## src/rtl/slime_pkg.sv

```systemverilog
// Shared constants and types for the slime contact detector: coordinate width,
// hitbox sizes, confirm/cooldown frame counts and the evaluation FSM states.
package slime_pkg;

    localparam int COORD_W         = 10;
    localparam int PLAYER_W        = 32;
    localparam int PLAYER_H        = 32;
    localparam int SLIME_W         = 32;
    localparam int SLIME_H         = 24;
    localparam int CONFIRM_FRAMES  = 2;
    localparam int COOLDOWN_FRAMES = 15;
    localparam int STOMP_MARGIN    = 6;

    localparam int CONF_W = $clog2(CONFIRM_FRAMES + 1);
    localparam int CD_W   = $clog2(COOLDOWN_FRAMES + 1);

    typedef logic [COORD_W-1:0] coord_t;
    // One extra bit so edge sums never wrap.
    typedef logic [COORD_W:0]   coord_ext_t;

    typedef enum logic [1:0] {
        IDLE   = 2'd0,
        CHECK0 = 2'd1,
        CHECK1 = 2'd2,
        ISSUE  = 2'd3
    } state_e;

endpackage

```

## src/rtl/aabb_overlap.sv

```systemverilog
// Strict axis-aligned box overlap test between box A and box B (top-left corners).
// Touching edges do not count; sums are done one bit wider than the coordinates.
module aabb_overlap #(
    parameter int COORD_W = 10,
    parameter int A_W     = 32,
    parameter int A_H     = 32,
    parameter int B_W     = 32,
    parameter int B_H     = 24
) (
    input  logic [COORD_W-1:0] ax_i,
    input  logic [COORD_W-1:0] ay_i,
    input  logic [COORD_W-1:0] bx_i,
    input  logic [COORD_W-1:0] by_i,
    output logic               overlap_o
);

    logic [COORD_W:0] ax, ay, bx, by;

    assign ax = {1'b0, ax_i};
    assign ay = {1'b0, ay_i};
    assign bx = {1'b0, bx_i};
    assign by = {1'b0, by_i};

    assign overlap_o = (ax < bx + (COORD_W+1)'(B_W)) &&
                       (bx < ax + (COORD_W+1)'(A_W)) &&
                       (ay < by + (COORD_W+1)'(B_H)) &&
                       (by < ay + (COORD_W+1)'(A_H));

endmodule

```

## src/rtl/slime_contact_detect.sv

```systemverilog
// Per-frame player/slime contact detector issuing debounced, cooled-down damage pulses.
// Optional stomp kills are enabled with the SLIME_STOMP_EN macro.
module slime_contact_detect
    import slime_pkg::*;
(
    input  logic         clk,
    input  logic         reset,
    input  logic         frame_tick_i,
    input  logic [COORD_W-1:0] player_x_i,
    input  logic [COORD_W-1:0] player_y_i,
    input  logic [COORD_W-1:0] slime0_x_i,
    input  logic [COORD_W-1:0] slime0_y_i,
    input  logic [COORD_W-1:0] slime1_x_i,
    input  logic [COORD_W-1:0] slime1_y_i,
    input  logic [1:0]   slime_alive_i,
    input  logic [3:0]   health_i,
    input  logic         player_falling_i,
    output logic [1:0]   slim_damage_o,
    output logic [1:0]   slime_kill_o,
    output logic         tick_overrun_o
);

    state_e state_q, state_d;

    coord_t       px_q, py_q;
    coord_t [1:0] sx_q, sy_q;
    logic [1:0]   alive_q;
    logic [3:0]   health_q;

    logic [1:0][CONF_W-1:0] conf_q;
    logic [1:0][CD_W-1:0]   cd_q;
    logic [1:0] hit_q, kill_q, dmg_q, kill_out_q;
    logic       ovr_q;

    logic              sel, overlap, live_ov, stomp, hit_d, kill_d;
    logic [CONF_W-1:0] conf_d;
    logic [CD_W-1:0]   cd_d;

    always_comb begin
        state_d = IDLE;
        case (state_q)
            IDLE:    state_d = frame_tick_i ? CHECK0 : IDLE;
            CHECK0:  state_d = CHECK1;
            CHECK1:  state_d = ISSUE;
            default: state_d = IDLE;
        endcase
    end

    // Single comparator shared by both check states.
    assign sel = (state_q == CHECK1);

    aabb_overlap #(
        .COORD_W (COORD_W),
        .A_W     (PLAYER_W),
        .A_H     (PLAYER_H),
        .B_W     (SLIME_W),
        .B_H     (SLIME_H)
    ) u_aabb (
        .ax_i      (px_q),
        .ay_i      (py_q),
        .bx_i      (sx_q[sel]),
        .by_i      (sy_q[sel]),
        .overlap_o (overlap)
    );

    assign live_ov = alive_q[sel] & overlap;

`ifdef SLIME_STOMP_EN
    logic falling_q;
    assign stomp = live_ov && falling_q &&
                   (coord_ext_t'(py_q) + coord_ext_t'(PLAYER_H) <=
                    coord_ext_t'(sy_q[sel]) + coord_ext_t'(STOMP_MARGIN));
`else
    logic unused_falling;
    assign unused_falling = player_falling_i;
    assign stomp = 1'b0;
`endif

    always_comb begin
        conf_d = '0;
        if (live_ov && !stomp)
            conf_d = (conf_q[sel] == CONF_W'(CONFIRM_FRAMES)) ? conf_q[sel]
                                                              : conf_q[sel] + CONF_W'(1);
        cd_d   = cd_q[sel];
        hit_d  = 1'b0;
        kill_d = stomp;
        // A stomp still lets the cooldown run down but never arms a hit.
        if (cd_q[sel] != '0) begin
            cd_d = cd_q[sel] - CD_W'(1);
        end else if (!stomp && conf_d == CONF_W'(CONFIRM_FRAMES) && health_q != '0) begin
            hit_d = 1'b1;
            cd_d  = CD_W'(COOLDOWN_FRAMES);
        end
    end

    always_ff @(posedge clk) begin
        if (reset) begin
            state_q    <= IDLE;
            px_q       <= '0;
            py_q       <= '0;
            sx_q       <= '0;
            sy_q       <= '0;
            alive_q    <= '0;
            health_q   <= '0;
            conf_q     <= '0;
            cd_q       <= '0;
            hit_q      <= '0;
            kill_q     <= '0;
            dmg_q      <= '0;
            kill_out_q <= '0;
            ovr_q      <= 1'b0;
        end else begin
            state_q    <= state_d;
            dmg_q      <= '0;
            kill_out_q <= '0;
            if (frame_tick_i && state_q != IDLE)
                ovr_q <= 1'b1;
            case (state_q)
                IDLE: if (frame_tick_i) begin
                    px_q     <= player_x_i;
                    py_q     <= player_y_i;
                    sx_q[0]  <= slime0_x_i;
                    sy_q[0]  <= slime0_y_i;
                    sx_q[1]  <= slime1_x_i;
                    sy_q[1]  <= slime1_y_i;
                    alive_q  <= slime_alive_i;
                    health_q <= health_i;
                    hit_q    <= '0;
                    kill_q   <= '0;
                end
                CHECK0, CHECK1: begin
                    conf_q[sel] <= conf_d;
                    cd_q[sel]   <= cd_d;
                    hit_q[sel]  <= hit_d;
                    kill_q[sel] <= kill_d;
                end
                default: begin
                    dmg_q      <= hit_q;
                    kill_out_q <= kill_q;
                end
            endcase
        end
    end

`ifdef SLIME_STOMP_EN
    always_ff @(posedge clk) begin
        if (reset)
            falling_q <= 1'b0;
        else if (state_q == IDLE && frame_tick_i)
            falling_q <= player_falling_i;
    end
`endif

    assign slim_damage_o  = dmg_q;
    assign slime_kill_o   = kill_out_q;
    assign tick_overrun_o = ovr_q;

endmodule

```

## config.mk

```make
export PLATFORM = sky130hd
export DESIGN_NAME = slime_contact_detect
export DESIGN_NICKNAME = d
export VERILOG_FILES = /design/src/rtl/slime_pkg.sv /design/src/rtl/aabb_overlap.sv /design/src/rtl/slime_contact_detect.sv
export SDC_FILE = /design/constraint.sdc
export NUM_CORES = 1
export LEC_CHECK = 0
export CAP_MARGIN = 20
export CORE_ASPECT_RATIO = 2
export CORE_MARGIN = 2
export CORE_UTILIZATION = 49
export DETAILED_ROUTE_END_ITERATION = 12
export PLACE_DENSITY = 0.77
export SYNTH_ARGS = -nofsm -noshare
export SYNTH_HDL_FRONTEND = slang
export SYNTH_SLANG_ARGS = --single-unit
export TNS_END_PERCENT = 50
```

## constraint.sdc

```tcl
create_clock -name clk -period 3.6 [get_ports clk]
set_clock_uncertainty 0.1 [all_clocks]
set_input_delay 1.08 -clock clk [delete_from_list [all_inputs] [get_ports clk]]
set_output_delay 1.08 -clock clk [all_outputs]
set_load 0.005 [all_outputs]
```

==> impl_results.md <==
* CORE AREA at 0.00964 mm2
* Period Utilization, post-route at ~93%
* Growth of design area from synthesis to finish at 24.6%
* Overall Global Routing Usage at 21.7%
* Routed wire per std cell at 13.9 um
* Unrepaired setup endpoints after global routing: false
* Count of boundary I/O pins at 75
* Commonest non-fill, non-tap cells in the layout: 145 x nand2_1, 89 x dfxtp_1, 78 x a21oi_1
* Synth Area per Inst at 8.14 um2
* Max Freq at 0.299 GHz
* Aggregate global routing overflow at 0
* End point of the worst hold path: kill_q[0]
* Worst path setup slack after routing at about 0.26 ns
* Top FF cell, synth: dfxtp_1
* Synthesized netlist net count at around 700
* Share of synthesized registers carrying an async set or reset at 0%
* Worst-margin pin slew at 0.630 ns
* Crit path arrival time at about 3.5 ns
* Peak supply drop at 0.451 mV
* Detailed-route wire length at 11000 um
* Worst min-delay path class: flop to flop
* Setup slack on the worst flop-to-flop path at 0.26 ns
* Die height at 144 um
* Min-Delay Startpoint: kill_q[0]
* Crit. Startpoint: state_q[0]
* Area after detailed placement at 0.00567 mm2
* Clock-pin slew on the worst setup and hold paths at 0.06 ns
* CP Capture Type: flop
* Power Dens Cells at 509 mW/mm2
* Number of global-route vias before repair at around 4200
* Share of cells above drive strength 1 at 7.58%
* Net count, final at 769
* Area of the die at 0.0107 mm2
* Max-slew violation count at 0
* Antenna fix cells at 0
* Final count of negative-setup-slack endpoints at 0
* Clock Tree Root: clkbuf_16
* Total clock buffers created by CTS at 9
* Number of synthesized flops with an enable pin at 0
* Seq pwr share at 38.0%
* Largest driver fanout on the critical path at 16
* Shortest clock period the worst path allows after layout at 3.34 ns
* Vias at about 4200
* Final weighted congestion of routability-driven global placement at 0.848
* Startpoint of the lowest-slack register-to-register path: state_q[0]
* Sequential fraction of the synthesis area at 37.1%
* Worst reg2reg path depth at 12
* Pin count of the biggest net entering global routing at 40
* Initial Util at between 40% and 50%
* Largest buffer count on any clock path at 2
* Num rows at 51
* Share of total power consumed by net switching at 32.5%
* Number of buffers inserted by port buffering at 73
* Result of the run: completed
* Sw Pwr at 0.000990 W
* Setup Total Neg Slack at 0 ns
* Combinational share of power at around a third
* Die Span X at about 74 um
* Part of the total power dissipated in the clock network at 30.2%
* Clock tree from TritonCTS: yes
* Hold bufs inserted after CTS at 0
* Int Power at 0.00206 W
* Final instance area at 0.00599 mm2
* Post-placement setup slack at ~0.080 ns
* Post-synthesis instance area at between 0.004 and 0.005 mm2
* Post-synthesis instance total at 591
* DP HPWL at about 8100 um
* Final ANT Viol Nets at 0
* Worst setup path class: flop to flop
* Required time worst endpoint at approximately 3.8 ns
* Unique cell type count in the Yosys netlist at 54
* Htree depth at 3
* Latest clock arrival within the worst-skew pair at 0.34 ns
* Most common cell after layout, fill and taps aside: nand2_1
* Count of state elements after synthesis at 89
* Final cell count without fillers at 792
* Startpoint kind of the worst setup timing path: flop
* Detailed-routing iteration count for the pre-antenna-repair pass at 5
* Final Hold Fails at 0
* Remaining routing DRC violations at 0
* Max cap viols at 0
* Relative slew slack at a little under 60%
* Number of antenna violations at the first check in global routing at 0
* Clock net sink count at 89
* Placed cell count at between 700 and 800
* Wire length of the first global-routing pass at 18300 um
* First DRT Iteration DRCs at 227
* Worst r2r dst: cd_q[3]
* Total leakage power at 2.38 nW
* Cell depth of the worst hold path at 1
* Count of synthesis-stage warnings from yosys at 0
* Post-detailed-route via-to-cell ratio at between 5 and 6
==> what timing repair did <==
item                                    in CTS  in global routing
endpoints found under the hold margin        0                  0
buffers inserted                             0                  1
endpoints found under the setup margin       0                 10
resized for setup                            0                  1
==> power groups by stage <==
stage	combinational (W)	sequential [W]	clock [W]
2_1_floorplan	0.000682	0.00115	0
3_3_place_gp	0.000917	0.00117	0
5_1_grt	0.00109	0.00117	0.000969
3_5_place_dp	0.000945	0.00118	0
6_report	0.000969	0.00116	0.000920
4_1_cts	0.000955	0.00116	0.000933
==> per-layer routing <==
metal / share of wire (%) / GRT usage [%] / up-vias
met2: 56 / 41.8 / 99
met3: 3.6 / 3.55 / 25
met5: 0 / 0 / -
li1: - / - / 2153
met1: 38 / 22.4 / 1941
met4: 2.9 / 8.13 / 0
==> worst max-delay path by stage <==
| stage | end | slack [ns] | depth (start not counted) |
|---|---|---|---|
| finish | cd_q[3] | 0.26 | 12 |
| global route | cd_q[7] | 0.02 | 12 |
| CTS | cd_q[7] | 0.08 | 12 |
| detailed placement | cd_q[7] | 0.08 | 12 |
| global placement | cd_q[7] | 0.16 | 12 |
| floorplan | cd_q[7] | 0.04 | 17 |
==> cell usage after synthesis (10+ instances only) <==
| master | number | area share (%) |
|---|---|---|
| a21oi_1 | 78 | 8.1 |
| mux2_2 | 10 | 2.3 |
| nand2_1 | 146 | 11 |
| xnor2_1 | 10 | 1.8 |
| mux2i_1 | 19 | 4.0 |
| nor2_1 | 24 | 1.9 |
| inv_1 | 26 | 2.0 |
| ha_1 | 43 | 11 |
| clkbuf_1 | 23 | 1.8 |
| dfxtp_1 | 89 | 37 |
| nand3_1 | 16 | 1.7 |
==> critical path, cell delays in order, from the launching register on <==
cell	delay, ns
dfxtp_1	0.33
inv_1	0.13
ha_4	0.31
buf_4	0.20
mux2_2	0.37
xnor2_1	0.22
ha_1	0.28
a21o_1	0.16
a21oi_1	0.14
o22ai_1	0.10
and4bb_2	0.43
nand4_2	0.22
o31ai_1	0.28
==> through the flow <==
step           utilization, %  hold slack (ns)  power, W
3_5_place_dp             58.9            0.335   0.00213
5_1_grt                  62.2            0.373   0.00323
6_report                 62.2            0.353   0.00305
4_1_cts                  61.9            0.356   0.00305
3_3_place_gp             58.9            0.329   0.00209
2_1_floorplan               -            0.317   0.00184
==> cell families after synthesis <==
logic type / count (synthesis) / share of synthesized area, %
simple gates: 223 / 20.7
fa+ha+maj: 43 / 11.2
xor+xnor: 17 / 3.10
flops: 89 / 37.1
buf+inv: 59 / 5.20
mux: 30 / 6.61
compound gates: 130 / 16.2
==> state kept, by name, summed over array words and instances, names as in the netlist, 2 cells and up <==
signal / count
health_q: 4
alive_q: 2
slim_damage_o: 2
state_q: 2
slime_kill_o: 2
sy_q: 20
cd_q: 8
kill_q: 2
sx_q: 20
px_q: 10
hit_q: 2
py_q: 10
conf_q: 4
==> area by class of cell <==
class | instances | area (um2)
inverter | 26 | 97.6
tap | 132 | 165
timing repair buffer | 86 | 848
sequential | 89 | 1780
multi-input combinational | 444 | 2810
fill | 839 | 3640
clock buffer | 10 | 229
clock inverter | 5 | 57.6
Note: power is estimated with default switching activity, not from simulation.
